## config.mk

```make
export PLATFORM = sky130hd
export DESIGN_NAME = mem_bus_arbiter
export DESIGN_NICKNAME = d
export VERILOG_FILES = /design/src/rtl/mem_bus_arbiter_pkg.sv /design/src/rtl/mem_bus_arbiter.sv
export SDC_FILE = /design/constraint.sdc
export NUM_CORES = 1
export LEC_CHECK = 0
export CORE_AREA = 2 2 108 110
export DETAILED_ROUTE_END_ITERATION = 10
export DIE_AREA = 0 0 110 112
export PLACE_DENSITY = 0.86
export SYNTH_ARGS = -nofsm -noshare
export SYNTH_HDL_FRONTEND = slang
export SYNTH_SLANG_ARGS = --single-unit
```

## constraint.sdc

```tcl
create_clock -name clock -period 4.9 [get_ports clock]
set_clock_uncertainty 0.05 [all_clocks]
set_input_delay 0.98 -clock clock [delete_from_list [all_inputs] [get_ports clock]]
set_output_delay 0.98 -clock clock [all_outputs]
set_load 0.005 [all_outputs]
```

## src/rtl/mem_bus_arbiter_pkg.sv

```systemverilog
// Shared types and constants for the fetch/data memory bus arbiter.
// The state encodings and owner-select codes are imported by the arbiter top.
package mem_bus_arbiter_pkg;

    typedef enum logic [1:0] {
        ARB_IDLE   = 2'd0,
        ARB_BUSY_I = 2'd1,
        ARB_BUSY_D = 2'd2
    } arb_state_t;

    localparam logic CTL_ARB_OWNER_I = 1'b0;
    localparam logic CTL_ARB_OWNER_D = 1'b1;

    function automatic logic [3:0] sat_inc4(input logic [3:0] val, input logic [3:0] lim);
        return (val >= lim) ? lim : val + 4'd1;
    endfunction

endpackage

```

## src/rtl/mem_bus_arbiter.sv

```systemverilog
// Arbitrates the fetch and data ports onto one variable-latency memory bus.
// Data wins ties unless fetch has been starved; in-flight accesses can time out.
//
//   state      | meaning
//   ARB_IDLE   | bus idle, arbitration on the next edge
//   ARB_BUSY_I | fetch transaction waiting for m_ack
//   ARB_BUSY_D | data transaction waiting for m_ack
module mem_bus_arbiter
    import mem_bus_arbiter_pkg::*;
#(
    parameter int ADDR_W       = 32,
    parameter int DATA_W       = 32,
    parameter int STARVE_LIMIT = 4,
    parameter int TIMEOUT      = 255
) (
    input  logic                clock,
    input  logic                reset_n,
    input  logic                i_req,
    input  logic [ADDR_W-1:0]   i_addr,
    output logic                i_ready,
    output logic [DATA_W-1:0]   i_rdata,
    input  logic                d_req,
    input  logic                d_we,
    input  logic [DATA_W/8-1:0] d_be,
    input  logic [ADDR_W-1:0]   d_addr,
    input  logic [DATA_W-1:0]   d_wdata,
    output logic                d_ready,
    output logic [DATA_W-1:0]   d_rdata,
    output logic                m_req,
    output logic                m_we,
    output logic [DATA_W/8-1:0] m_be,
    output logic [ADDR_W-1:0]   m_addr,
    output logic [DATA_W-1:0]   m_wdata,
    input  logic                m_ack,
    input  logic [DATA_W-1:0]   m_rdata,
    output logic                bus_error,
    output logic                busy
);

    localparam logic [3:0] STARVE_MAX = 4'(STARVE_LIMIT);
    localparam logic [7:0] TO_LAST    = 8'((TIMEOUT == 0) ? 0 : TIMEOUT - 1);
    localparam logic       TO_EN      = (TIMEOUT != 0);

    arb_state_t          r_state, w_state_nxt;
    logic [3:0]          r_starve_cnt;
    logic [7:0]          r_to_cnt;
    logic                r_m_req;
    logic                r_m_we;
    logic [DATA_W/8-1:0] r_m_be;
    logic [ADDR_W-1:0]   r_m_addr;
    logic [DATA_W-1:0]   r_m_wdata;

    logic w_busy;
    logic w_ack;
    logic w_expire;
    logic w_done;
    logic w_grant_d;
    logic w_grant_i;
    logic w_sel;

    always_comb begin
        w_busy    = (r_state != ARB_IDLE);
        w_ack     = w_busy && m_ack;
        // A coincident ack takes precedence over expiry.
        w_expire  = TO_EN && w_busy && !m_ack && (r_to_cnt == TO_LAST);
        w_done    = w_ack || w_expire;
        w_grant_d = (r_state == ARB_IDLE) && d_req && (!i_req || (r_starve_cnt < STARVE_MAX));
        w_grant_i = (r_state == ARB_IDLE) && !w_grant_d && i_req;
        w_sel     = w_grant_d ? CTL_ARB_OWNER_D : CTL_ARB_OWNER_I;
    end

    always_comb begin
        w_state_nxt = r_state;
        case (r_state)
            ARB_IDLE: begin
                if (w_grant_d)      w_state_nxt = ARB_BUSY_D;
                else if (w_grant_i) w_state_nxt = ARB_BUSY_I;
            end
            ARB_BUSY_I, ARB_BUSY_D: begin
                if (w_done) w_state_nxt = ARB_IDLE;
            end
            default: w_state_nxt = ARB_IDLE;
        endcase
    end

    always_ff @(posedge clock or negedge reset_n) begin
        if (!reset_n) begin
            r_state <= ARB_IDLE;
        end else begin
            r_state <= w_state_nxt;
        end
    end

    always_ff @(posedge clock or negedge reset_n) begin
        if (!reset_n) begin
            r_starve_cnt <= '0;
            r_to_cnt     <= '0;
            r_m_req      <= 1'b0;
            r_m_we       <= 1'b0;
            r_m_be       <= '0;
            r_m_addr     <= '0;
            r_m_wdata    <= '0;
        end else begin
            if (w_grant_d || w_grant_i) begin
                r_to_cnt <= '0;
                r_m_req  <= 1'b1;
                if (w_sel == CTL_ARB_OWNER_D) begin
                    r_m_we    <= d_we;
                    r_m_be    <= d_we ? d_be : '1;
                    r_m_addr  <= d_addr;
                    r_m_wdata <= d_wdata;
                end else begin
                    r_m_we    <= 1'b0;
                    r_m_be    <= '1;
                    r_m_addr  <= i_addr;
                    r_m_wdata <= '0;
                end
            end else if (w_busy) begin
                if (w_done) begin
                    r_m_req <= 1'b0;
                end else if (r_to_cnt != 8'hFF) begin
                    r_to_cnt <= r_to_cnt + 8'd1;
                end
            end

            if (w_grant_i) begin
                r_starve_cnt <= '0;
            end else if (w_grant_d && i_req) begin
                r_starve_cnt <= sat_inc4(r_starve_cnt, STARVE_MAX);
            end
        end
    end

    always_comb begin
        busy      = w_busy;
        m_req     = r_m_req;
        m_we      = r_m_we;
        m_be      = r_m_be;
        m_addr    = r_m_addr;
        m_wdata   = r_m_wdata;
        bus_error = w_expire;
        i_ready   = (r_state == ARB_BUSY_I) && w_done;
        d_ready   = (r_state == ARB_BUSY_D) && w_done;
        i_rdata   = ((r_state == ARB_BUSY_I) && w_ack) ? m_rdata : '0;
        d_rdata   = ((r_state == ARB_BUSY_D) && w_ack) ? m_rdata : '0;
    end

endmodule
```

# [Word level (Yosys, flattened, before mapping)]
# Index checks and enable logic that the tools add are counted.
[totals] ff_bits=84 input_bits=138 output_inout_bits=138 wordCells=69
[op_classes] add_sub_neg=2 magnitude_cmp=2 n_eq_ne=7 muxes=22 reduce_logical=28
[op_table] op="$mux W32" count=4
[op_table] op="$mux W8" count=4
[op_table] op="$mux W4" count=5
[op_table] op="$logic_and A1 B1 Y1" count=12
[op_table] op="$reduce_bool A2 Y1" count=5
[op_table] op="$add A8 B1 Y8 const B" count=1
[op_table] op="$eq A8 B8 Y1 const B" count=1
[op_table] op="$ne A8 B8 Y1 const B" count=1
[op_table] op="$mux W2" count=3
[op_table] op="$mux W1" count=5
[op_table] op="$add A4 B1 Y4 const B" count=1
[op_table] op="$ge A4 B3 Y1 const B" count=1
[op_table] op="$lt A4 B3 Y1 const B" count=1
[op_table] op="$pmux W2 S2" count=1
[op_table] op="$reduce_and A2 Y1" count=2
[op_table] op="$logic_not A1 Y1" count=3
[op_table] op="$logic_or A1 B1 Y1" count=3
[op_table] op="$ne A3 B3 Y1 const B" count=1
[op_table] op="$reduce_and A3 Y1" count=1
[op_table] op="$eq A2 B1 Y1 const B" count=1
[op_table] op="$eq A2 B2 Y1 const B" count=1
[op_table] op="$logic_not A2 Y1" count=1
[op_table] op="$ne A2 B1 Y1 const B" count=1
[op_table] op="$ne A2 B2 Y1 const B" count=1
[op_table] op="$reduce_or A2 Y1" count=1

# [Longest topological paths before layout]
# Gate-level depths: netlist of the first run.
[depth] ltp_word=9 ltp_mapped=8 mapped_depth_nobuf=6

# [Least setup slack after synthesis of the first run]
# Ideal clock, no wire load.
[synth_timing] path_kind="input port to output port" from="in m_ack" to="out d_rdata[10]" arrival_ps=1526 required_ps=3870 path_slack_ps=2344 cell_stages=3 n_path_buf=1 cell_sequence="and3_1 -> clkbuf_1 -> and2_1"
[synth_between] elab_chain_len=3
[synth_rtl] element="start, declared" line="mem_bus_arbiter.sv:34" text="input logic m_ack,"
[synth_rtl] element="$logic_and A1 B1 Y1" line="mem_bus_arbiter.sv:63" text="w_ack = w_busy && m_ack;"
[synth_rtl] element="$logic_and A1 B1 Y1" line="mem_bus_arbiter.sv:145" text="d_rdata = ((r_state == ARB_BUSY_D) && w_ack) ? m_rdata : '0;"
[synth_rtl] element="$mux W32" line="mem_bus_arbiter.sv:145"
[synth_rtl] element="end, declared" line="mem_bus_arbiter.sv:28" text="output logic [DATA_W-1:0] d_rdata,"
# Every way passes these cells.

# [Worst setup path after layout of the first run]
[layout_timing] from="in m_ack" to="out i_rdata[8]"
[layout_between] elab_chain_len=3
[layout_rtl] element="$logic_and A1 B1 Y1" line="mem_bus_arbiter.sv:63"
[layout_rtl] element="$logic_and A1 B1 Y1" line="mem_bus_arbiter.sv:144" text="i_rdata = ((r_state == ARB_BUSY_I) && w_ack) ? m_rdata : '0;"
[layout_rtl] element="$mux W32" line="mem_bus_arbiter.sv:144"
[layout_rtl] element="end, declared" line="mem_bus_arbiter.sv:21" text="output logic [DATA_W-1:0] i_rdata,"
# Every way passes these cells.

==> results of run 1 <==
[metrics by stage]
stage | utilization, % | cells | hold WS (ps) | setup slack (ps) | cell area (um^2)
2_1_floorplan | - | 422 | 404 | 2340 | 4030
3_3_place_gp | 61.4 | 816 | 419 | 960 | 6860
3_5_place_dp | 61.4 | 816 | 429 | 880 | 6860
4_1_cts | 63.7 | 831 | 452 | 875 | 7110
5_1_grt | 63.8 | 835 | 469 | 717 | 7120
6_report | 63.8 | 835 | 441 | 849 | 7120
[per-layer routing]
layer | global-route usage (%) | up-vias | wire, um
met5 | 0 | - | 0
met4 | 10.1 | 0 | 425
met3 | 7.14 | 24 | 1140
met2 | 39.9 | 188 | 7230
met1 | 22.9 | 1970 | 4830
li1 | - | 1968 | -
[registers in the layout, summed over array words and instances, names as in the netlist]
signal,cells
r_state,2
m_req,1
m_wdata,32
r_to_cnt,8
m_be,4
m_we,1
r_starve_cnt,4
m_addr,32
[cell usage in the layout, fill, tap and decap left out, types with 3 or more instances in the layout]
cell             count
clkbuf_1             3
clkbuf_16            9
nand3_1              6
a22o_1              32
dfrtp_1             84
buf_4                5
nand2_1             44
o21ai_0              5
clkdlybuf4s50_1    274
a21oi_1             66
o22a_1               4
o211ai_1             3
xor2_1               4
ha_1                 6
and2_1              68
clkinv_2             3
nor2_1              42
inv_1                3
diode_2              4
nor3_1               3
and3_1               3
[worst register-to-register path, cell delays in order (launching register included)]
cell and delay, ps:
dfrtp_1 410, inv_1 100, ha_1 480, and3_2 790, nand2_1 350, o22a_1 250
[cell type report]
cell class | count | area [um^2]
Inverter | 4 | 15.0
Multi-Input combinational cell | 306 | 1790
Sequential cell | 84 | 2100
Timing Repair Buffer | 279 | 2780
Fill cell | 917 | 4050
Clock buffer | 12 | 236
Tap cell | 143 | 179
Antenna cell | 4 | 10.0
Clock inverter | 3 | 15.0
[cells by family (layout without fill, tap and decap cells)]
logic type | after synthesis | in the layout
AO/OA/AOI/OAI | 120 | 120
XOR/XNOR | 5 | 5
adder cells (fa/ha/maj) | 6 | 6
buffers and inverters | 32 | 298
flip-flops | 84 | 84
other | 0 | 4
AND/OR/NAND/NOR | 175 | 175
[power by group]
part / leakage [nW] / switching, W / internal (W)
Clock: 0.126 / 0.000250 / 0.000338
Sequential: 1.02 / 0.000174 / 0.00100
Combinational: 1.84 / 0.000716 / 0.000958
[final timing paths]
check	end	slack (ps)	cells after the start
worst min-delay path	m_we	440	2
worst max-delay path	i_rdata[8]	850	4
worst min register to register	m_we	440	2
max in group asynchronous	r_starve_cnt[3]	3320	1
worst max register to register	m_be[3]	2340	5
min in group asynchronous	m_addr[25]	760	1
==> flow_summary_export.csv, run 1 <==
group,metric,value,unit
outcome,outcome,"completed",
clocking,cts_resized,0,
worst_setup_path,critical-path-max-stage-delay,690,ps
worst_setup_path,required,3870,ps
clocking,clk_path_buf_depth,2,
synth,synth-simple-area-share,21.9,%
clocking,post-cts-setup-buffers,0,
worst_setup_path,cp_slowest_cell,"and3_1",
synth,syn_avg_cell_area,9.56,um^2
global_route,track_usage,22.2,%
clocking,ctsHoldBuffers,0,
timing,finalCritPeriodShare,82.7,%
finish,nets,828,
synth,synthTopCellsByCount,"84 x dfrtp_1, 68 x and2_1, 66 x a21oi_1",
worst_setup_path,path_class,"in -> out",
worst_setup_path,crit_path_max_fanout,32,
synth,synth_xor_area_share,1.09,%
synth,yosys-mux-area-fraction,0,%
drt,drt_iter0_markers,256,
synth,synth_area_leaders,"dfrtp_1 52%, and2_1 11%, a21oi_1 8.2%",
synth,synth_nets,566,
drt,avgRoutedWirePerCell,16.3,um
drt,firstDrtPassIters,4,
timing,finalSetupViolCount,0,
synth,synth_top_family_by_area,"simple AND/OR/NAND/NOR gates",
floorplan,initial_core_util,36.1,%
clocking,cts_tree,"built",
global_route,grt_pass1_vias,4256,
clocking,root_buffer,"clkbuf_16",
synth,synth_fa_ha_area_share,1.86,%
synth,ys_types,39,
timing,worstMarginPinSlew,1060,ps
global_route,antenna_found_initial,3,
synth,synth_compound_area_share,19.2,%
placed_design,hpwl,10500,um
timing,period_needed,4050,ps
min_path,hold_start,"m_we",
floorplan,die_y,112,um
floorplan,die_w,110,um
timing,hold_violations,0,
clocking,worstSkewPairLatency,330,ps
clocking,htreeDepth,3,
power,fin_total_pwr,0.00344,W
global_route,grt_max_degree,85,
synth,yosysSeqAreaShare,52.1,%
synth,synth_top_area_share,52.1,%
synth,synthCells,422,
floorplan,die_area,12300,um^2
synth,netlist_area,4030,um^2
timing,fmax,247,MHz
timing,rsz0062_at_grt,"no",
synth,synth_top_area_cell,"dfrtp_1",
worst_setup_path,worstPathCellList,"clkdlybuf4s50_1, and3_1, and2_1, clkdlybuf4s50_1",
synth,synth_ff_type,"dfrtp_1",
worst_setup_path,end_kind,"output pin",
floorplan,num_io_pins,276,
floorplan,rows,39,
power,peakVddDrop,359,uV
floorplan,core,11200,um^2
clocking,cts.reportedPaths.clkPinSlew,60,ps
job,maxCapViolations,0,
worst_setup_path,cp-startpoint,"m_ack",
clocking,clock_sinks,84,
synth,synth_edf_count,0,
worst_setup_path,cp-start-kind,"input port",
timing,slew_violations,0,
worst_setup_path,crit_buf_inv,2,
synth,synth_warnings,0,
worst_setup_path,crit_arrival,3020,ps
drt,drc,0,
clocking,cts_buffers,9,
finish,drive_gt1_share,3.63,%
finish,area_growth,76.7,%
timing,tns,0,ps
worst_setup_path,r2r_start,"r_state[0]",
power,p_leak,2.99,nW
synth,ys_ff_latch,84,
synth,synthArstFlopShare,100,%
global_route,grt_overflow_total,0,
placed_design,place.gp.congestion,0.904,
power,power.density,483,nW/um^2
global_route,grt_pass1_wl,21100,um
drt,vias,4150,
timing,relSlewSlack,29.6,%
placed_design,numPortBuffers,275,
drt,postRouteAntennaNets,0,
worst_setup_path,cpLargestDelayFamily,"buffers and inverters",
worst_setup_path,cp_common_cell,"clkdlybuf4s50_1",
drt,routed_wl,13600,um
drt,vias_per_cell,4.97,
min_path,hp-class,"reg -> reg",
synth,synth.most_common_cell,"dfrtp_1",
(Power assumes the default switching activity.)
==> run 2, diff against run 1 <==
CORE_AREA = unset   (was 2 2 108 110)
CORE_MARGIN = 2   (was unset)
CORE_UTILIZATION = 36   (was unset)
DIE_AREA = unset   (was 0 0 110 112)
clock period = 4.1 ns   (was 4.9 ns; I/O delays follow)
==> flow_summary_export.csv, run 2 (synthesized netlist as in run 1, its figures left out) <==
group,metric,value,unit
global_route,track_usage,21.6,%
floorplan,core,10900,um^2
timing,rsz0062_at_grt,"no",
power,comb_power_share,51.2,%
placed_design,dp.cells,815,
min_path,hold_depth,2,
drt,drt_iter0_markers,225,
drt,vias_per_cell,4.96,
power,p_leak,2.96,nW
finish,stdcell_count,830,
global_route,antenna_found_initial,0,
worst_setup_path,cp-startpoint,"r_state[0]",
drt,firstDrtPassIters,5,
floorplan,die_w,110,um
placed_design,placed_area,6890,um^2
finish,nets,830,
worst_setup_path,r2r_start,"r_state[0]",
timing,finalCritPeriodShare,83.0,%
worst_setup_path,path_depth,7,
finish,final_common_cell,"clkdlybuf4s50_1",
power,internal_power,0.00260,W
finish,area_growth,75.0,%
floorplan,die_area,12100,um^2
finish,design_area,7060,um^2
clocking,htreeDepth,3,
floorplan,num_io_pins,276,
finish,multi_input_area,1790,um^2
placed_design,hpwl,10200,um
floorplan,initial_core_util,37.0,%
clocking,clock_sinks,84,
clocking,ctsHoldBuffers,0,
global_route,grt_pass1_vias,4035,
timing,slew_violations,0,
floorplan,rows,38,
power,peakVddDrop,346,uV
timing,relSlewSlack,29.7,%
worst_setup_path,end_kind,"output pin",
drt,avgRoutedWirePerCell,16.1,um
worst_setup_path,cp-start-kind,"flop",
min_path,hp-class,"reg -> reg",
finish,regArea,2100,um^2
finish,fillers,874,
job,maxCapViolations,0,
drt,drc,0,
worst_setup_path,worstPathCellList,"inv_1, ha_1, inv_2, and3_1, buf_4, and2_1, clkdlybuf4s50_1",
placed_design,numPortBuffers,275,
finish,diodes,0,
timing,fmax,294,MHz
worst_setup_path,crit_path_max_fanout,32,
global_route,grt_pass1_wl,19800,um
worst_setup_path,crit_arrival,2530,ps
clocking,cts.reportedPaths.clkPinSlew,70,ps
worst_setup_path,cpLargestDelayFamily,"buffers and inverters",
clocking,post-cts-setup-buffers,0,
timing,hold_violations,0,
timing,worstMarginPinSlew,1050,ps
clocking,worstSkewPairLatency,350,ps
worst_setup_path,critical-path-max-stage-delay,500,ps
worst_setup_path,path_class,"reg -> out",
clocking,root_buffer,"clkbuf_8",
clocking,cts_resized,0,
drt,postRouteAntennaNets,0,
timing,finalSetupViolCount,0,
timing,tns,0,ps
drt,vias,4120,
floorplan,die_y,110,um
clocking,cts_buffers,9,
power,seqPwrFrac,35.7,%
power,power.switching,0.00134,W
drt,routed_wl,13300,um
timing,period_needed,3400,ps
finish,most-common-layout-cells,"274 x clkdlybuf4s50_1, 84 x dfrtp_1, 68 x and2_1, 66 x a21oi_1, 44 x nand2_1",
worst_setup_path,reg2reg_slack,1660,ps
worst_setup_path,crit_buf_inv,4,
power,power.share.clock,13.2,%
power,switching_share,33.9,%
worst_setup_path,r2r_cells,6,
worst_setup_path,cp_slowest_cell,"ha_1",
clocking,cts_tree,"built",
placed_design,place.gp.congestion,0.791,
worst_setup_path,required,3230,ps
outcome,outcome,"completed",
worst_setup_path,worstSetupEndpoint,"i_rdata[10]",
worst_setup_path,regToRegEndpoint,"m_addr[13]",
finish,drive_gt1_share,4.06,%
global_route,grt_overflow_total,0,
power,power.density,558,nW/um^2
global_route,grt_max_degree,85,
clocking,clk_path_buf_depth,2,
-- run 2: routing by layer --
layer	global-route usage (%)	part of all wire (%)	vias up
met4	9.67	2.3	0
met2	41.0	53	186
met1	21.9	36	1944
li1	-	-	1969
met5	0	0	-
met3	5.57	8.5	21
-- run 2: power groups by stage --
stage	logic, W	registers [W]	clock network, W
2_1_floorplan	0.000830	0.00143	0
3_3_place_gp	0.00197	0.00140	0
3_5_place_dp	0.00203	0.00142	0
4_1_cts	0.00204	0.00141	0.000536
5_1_grt	0.00219	0.00145	0.000573
6_report	0.00202	0.00141	0.000519
-- run 2: final cells by class --
class | instances | area share, %
flip-flops and latches | 84 | 29.8
clock inverters | 2 | 0.142
inverters | 4 | 0.213
repair buffers | 281 | 39.8
clock buffers | 13 | 2.25
multi-input cells | 306 | 25.3
well taps | 140 | 2.48
-- run 2: how the worst min path moves through the flow --
stage,from,endpoint,slack [ps]
floorplan,r_starve_cnt[1],r_starve_cnt[1],400
global route,m_we,m_we,460
finish,m_we,m_we,430
detailed placement,m_we,m_we,410
global placement,m_we,m_we,410
CTS,m_we,m_we,430
-- run 2: stage by stage --
step           hold WS, ps  util [%]  setup slack [ps]  power, W
5_1_grt                463      64.8               584   0.00422
3_3_place_gp           412      63.2               774   0.00337
3_5_place_dp           413      63.2               758   0.00345
2_1_floorplan          404         -              1780   0.00226
6_report               430      64.8               696   0.00394
4_1_cts                431      64.8               685   0.00398
-- run 2: worst reg2reg max path, stage by stage, from the launching register on --
cell	delay, ps
dfrtp_1	420
inv_1	100
ha_1	500
inv_2	140
nor2_4	830
nor2_1	150
a21oi_1	170
==> run 3, diff against run 2 <==
clock period = 3.5 ns   (was 4.1 ns; I/O delays follow)
==> flow_summary_export.csv, run 3 (synthesized netlist as in run 1, its figures left out) <==
group,metric,value,unit
outcome,outcome,"completed",
global_route,antenna_found_initial,0,
worst_setup_path,required,2750,ps
worst_setup_path,end_kind,"output pin",
drt,postRouteAntennaNets,0,
drt,drc,0,
power,fin_total_pwr,0.00477,W
finish,nets,832,
global_route,grt_pass1_vias,4077,
finish,utilization,65.3,%
clocking,ctsHoldBuffers,0,
drt,firstDrtPassIters,4,
floorplan,num_io_pins,276,
clocking,clock_sinks,84,
finish,fillers,892,
timing,rsz0062_at_grt,"no",
worst_setup_path,worstPathCellList,"inv_1, ha_1, inv_2, and3_1, buf_4, and2_1, clkdlybuf4s50_1",
timing,tns,0,ps
worst_setup_path,cp_slowest_cell,"ha_1",
power,p_leak,2.99,nW
clocking,clk_path_buf_depth,2,
clocking,worstSkewPairLatency,350,ps
placed_design,placed_area,6890,um^2
min_path,hold_depth,2,
worst_setup_path,crit_path_max_fanout,32,
worst_setup_path,cp-start-kind,"flop",
finish,design_area,7110,um^2
floorplan,die_area,12100,um^2
timing,worstMarginPinSlew,1050,ps
timing,finalSetupViolCount,0,
placed_design,dp_slack,411,ps
power,internal_power,0.00317,W
floorplan,rows,38,
timing,slew_violations,0,
placed_design,numPortBuffers,275,
clocking,cts_tree,"built",
floorplan,die_y,110,um
power,comb_power_share,49.5,%
floorplan,initial_core_util,37.0,%
drt,drt_iter0_markers,260,
job,maxCapViolations,0,
timing,relSlewSlack,29.9,%
floorplan,core,10900,um^2
power,seqPwrFrac,34.6,%
floorplan,die_w,110,um
worst_setup_path,reg2reg_slack,1050,ps
placed_design,hpwl,10300,um
worst_setup_path,r2r_cells,6,
clocking,cts.reportedPaths.clkPinSlew,80,ps
timing,period_needed,3250,ps
global_route,grt_overflow_total,0,
finish,most-common-layout-cells,"274 x clkdlybuf4s50_1, 84 x dfrtp_1, 68 x and2_1, 66 x a21oi_1, 44 x nand2_1",
power,power.share.clock,15.9,%
finish,diodes,0,
drt,vias_per_cell,4.97,
global_route,grt_max_degree,85,
worst_setup_path,path_class,"reg -> out",
finish,final_common_cell,"clkdlybuf4s50_1",
global_route,grt_pass1_wl,20300,um
timing,fmax,308,MHz
drt,vias,4137,
clocking,cts_buffers,9,
finish,area_growth,76.2,%
drt,avgRoutedWirePerCell,16.3,um
placed_design,place.gp.congestion,0.765,
timing,hold_violations,0,
power,power.switching,0.00160,W
clocking,htreeDepth,3,
finish,drive_gt1_share,4.47,%
power,switching_share,33.5,%
clocking,cts_resized,0,
worst_setup_path,critical-path-max-stage-delay,490,ps
min_path,hp-class,"reg -> reg",
drt,routed_wl,13600,um
timing,setup_slack,252,ps
power,peakVddDrop,360,uV
clocking,post-cts-setup-buffers,0,
clocking,root_buffer,"clkbuf_8",
power,power.density,672,nW/um^2
worst_setup_path,crit_arrival,2500,ps
timing,finalCritPeriodShare,92.8,%
global_route,track_usage,21.9,%
-- run 3: cell count changes in the layout (fill, tap and decap cells not counted) --
cell / delta
bufinv_16: +2
clkinvlp_4: +1
clkinv_2: -1
clkbuf_8: -1
buf_12: -1
buf_4: +3
-- run 3: path summary, 6_finish.rpt --
| kind | startpoint | endpoint |
|---|---|---|
| worst max-delay path | r_state[0] | i_rdata[22] |
| worst min-delay path | m_we | m_we |
| worst max register to register | r_state[0] | m_addr[31] |
| worst min register to register | m_we | m_we |
| max in group asynchronous | reset_n | m_addr[27] |
| min in group asynchronous | reset_n | m_wdata[22] |
-- run 3: routing by layer --
| metal | global-route usage (%) | wire length, um | part of all wire, % | vias to the layer above |
|---|---|---|---|---|
| li1 | - | - | - | 1967 |
| met1 | 23.9 | 4990 | 37 | 1943 |
| met2 | 39.6 | 7030 | 52 | 198 |
| met3 | 4.92 | 1100 | 8.1 | 29 |
| met4 | 11.1 | 455 | 3.4 | 0 |
| met5 | 0 | 0 | 0 | - |
-- run 3: area by class of cell --
class / instances / area [um^2] / area share [%]
timing repair buffer: 283 / 2810 / 39.5
clock buffer: 12 / 145 / 2.04
inverter: 4 / 15.0 / 0.211
clock inverter: 4 / 72.6 / 1.02
tap: 140 / 175 / 2.46
multi-input combinational: 306 / 1790 / 25.1
sequential: 84 / 2100 / 29.6
-- run 3: critical path: cells and delay by family, from the launching register on --
| family | cells | cell delay [ps] |
|---|---|---|
| AND/OR/NAND/NOR | 2 | 360 |
| flip-flops | 1 | 420 |
| adder cells (fa/ha/maj) | 1 | 490 |
| buffers and inverters | 4 | 880 |
-- run 3: power groups by stage --
stage / clock [W] / sequential, W / combinational (W)
6_report: 0.000760 / 0.00165 / 0.00236
5_1_grt: 0.000819 / 0.00170 / 0.00257
4_1_cts: 0.000780 / 0.00165 / 0.00238
3_5_place_dp: 0 / 0.00166 / 0.00237
3_3_place_gp: 0 / 0.00164 / 0.00230
2_1_floorplan: 0 / 0.00167 / 0.000973
-- run 3: per-stage QoR --
stage	std cells	hold slack, ps
CTS	833	454
finish	833	449
global placement	817	414
detailed placement	817	437
global route	833	478
floorplan	422	354
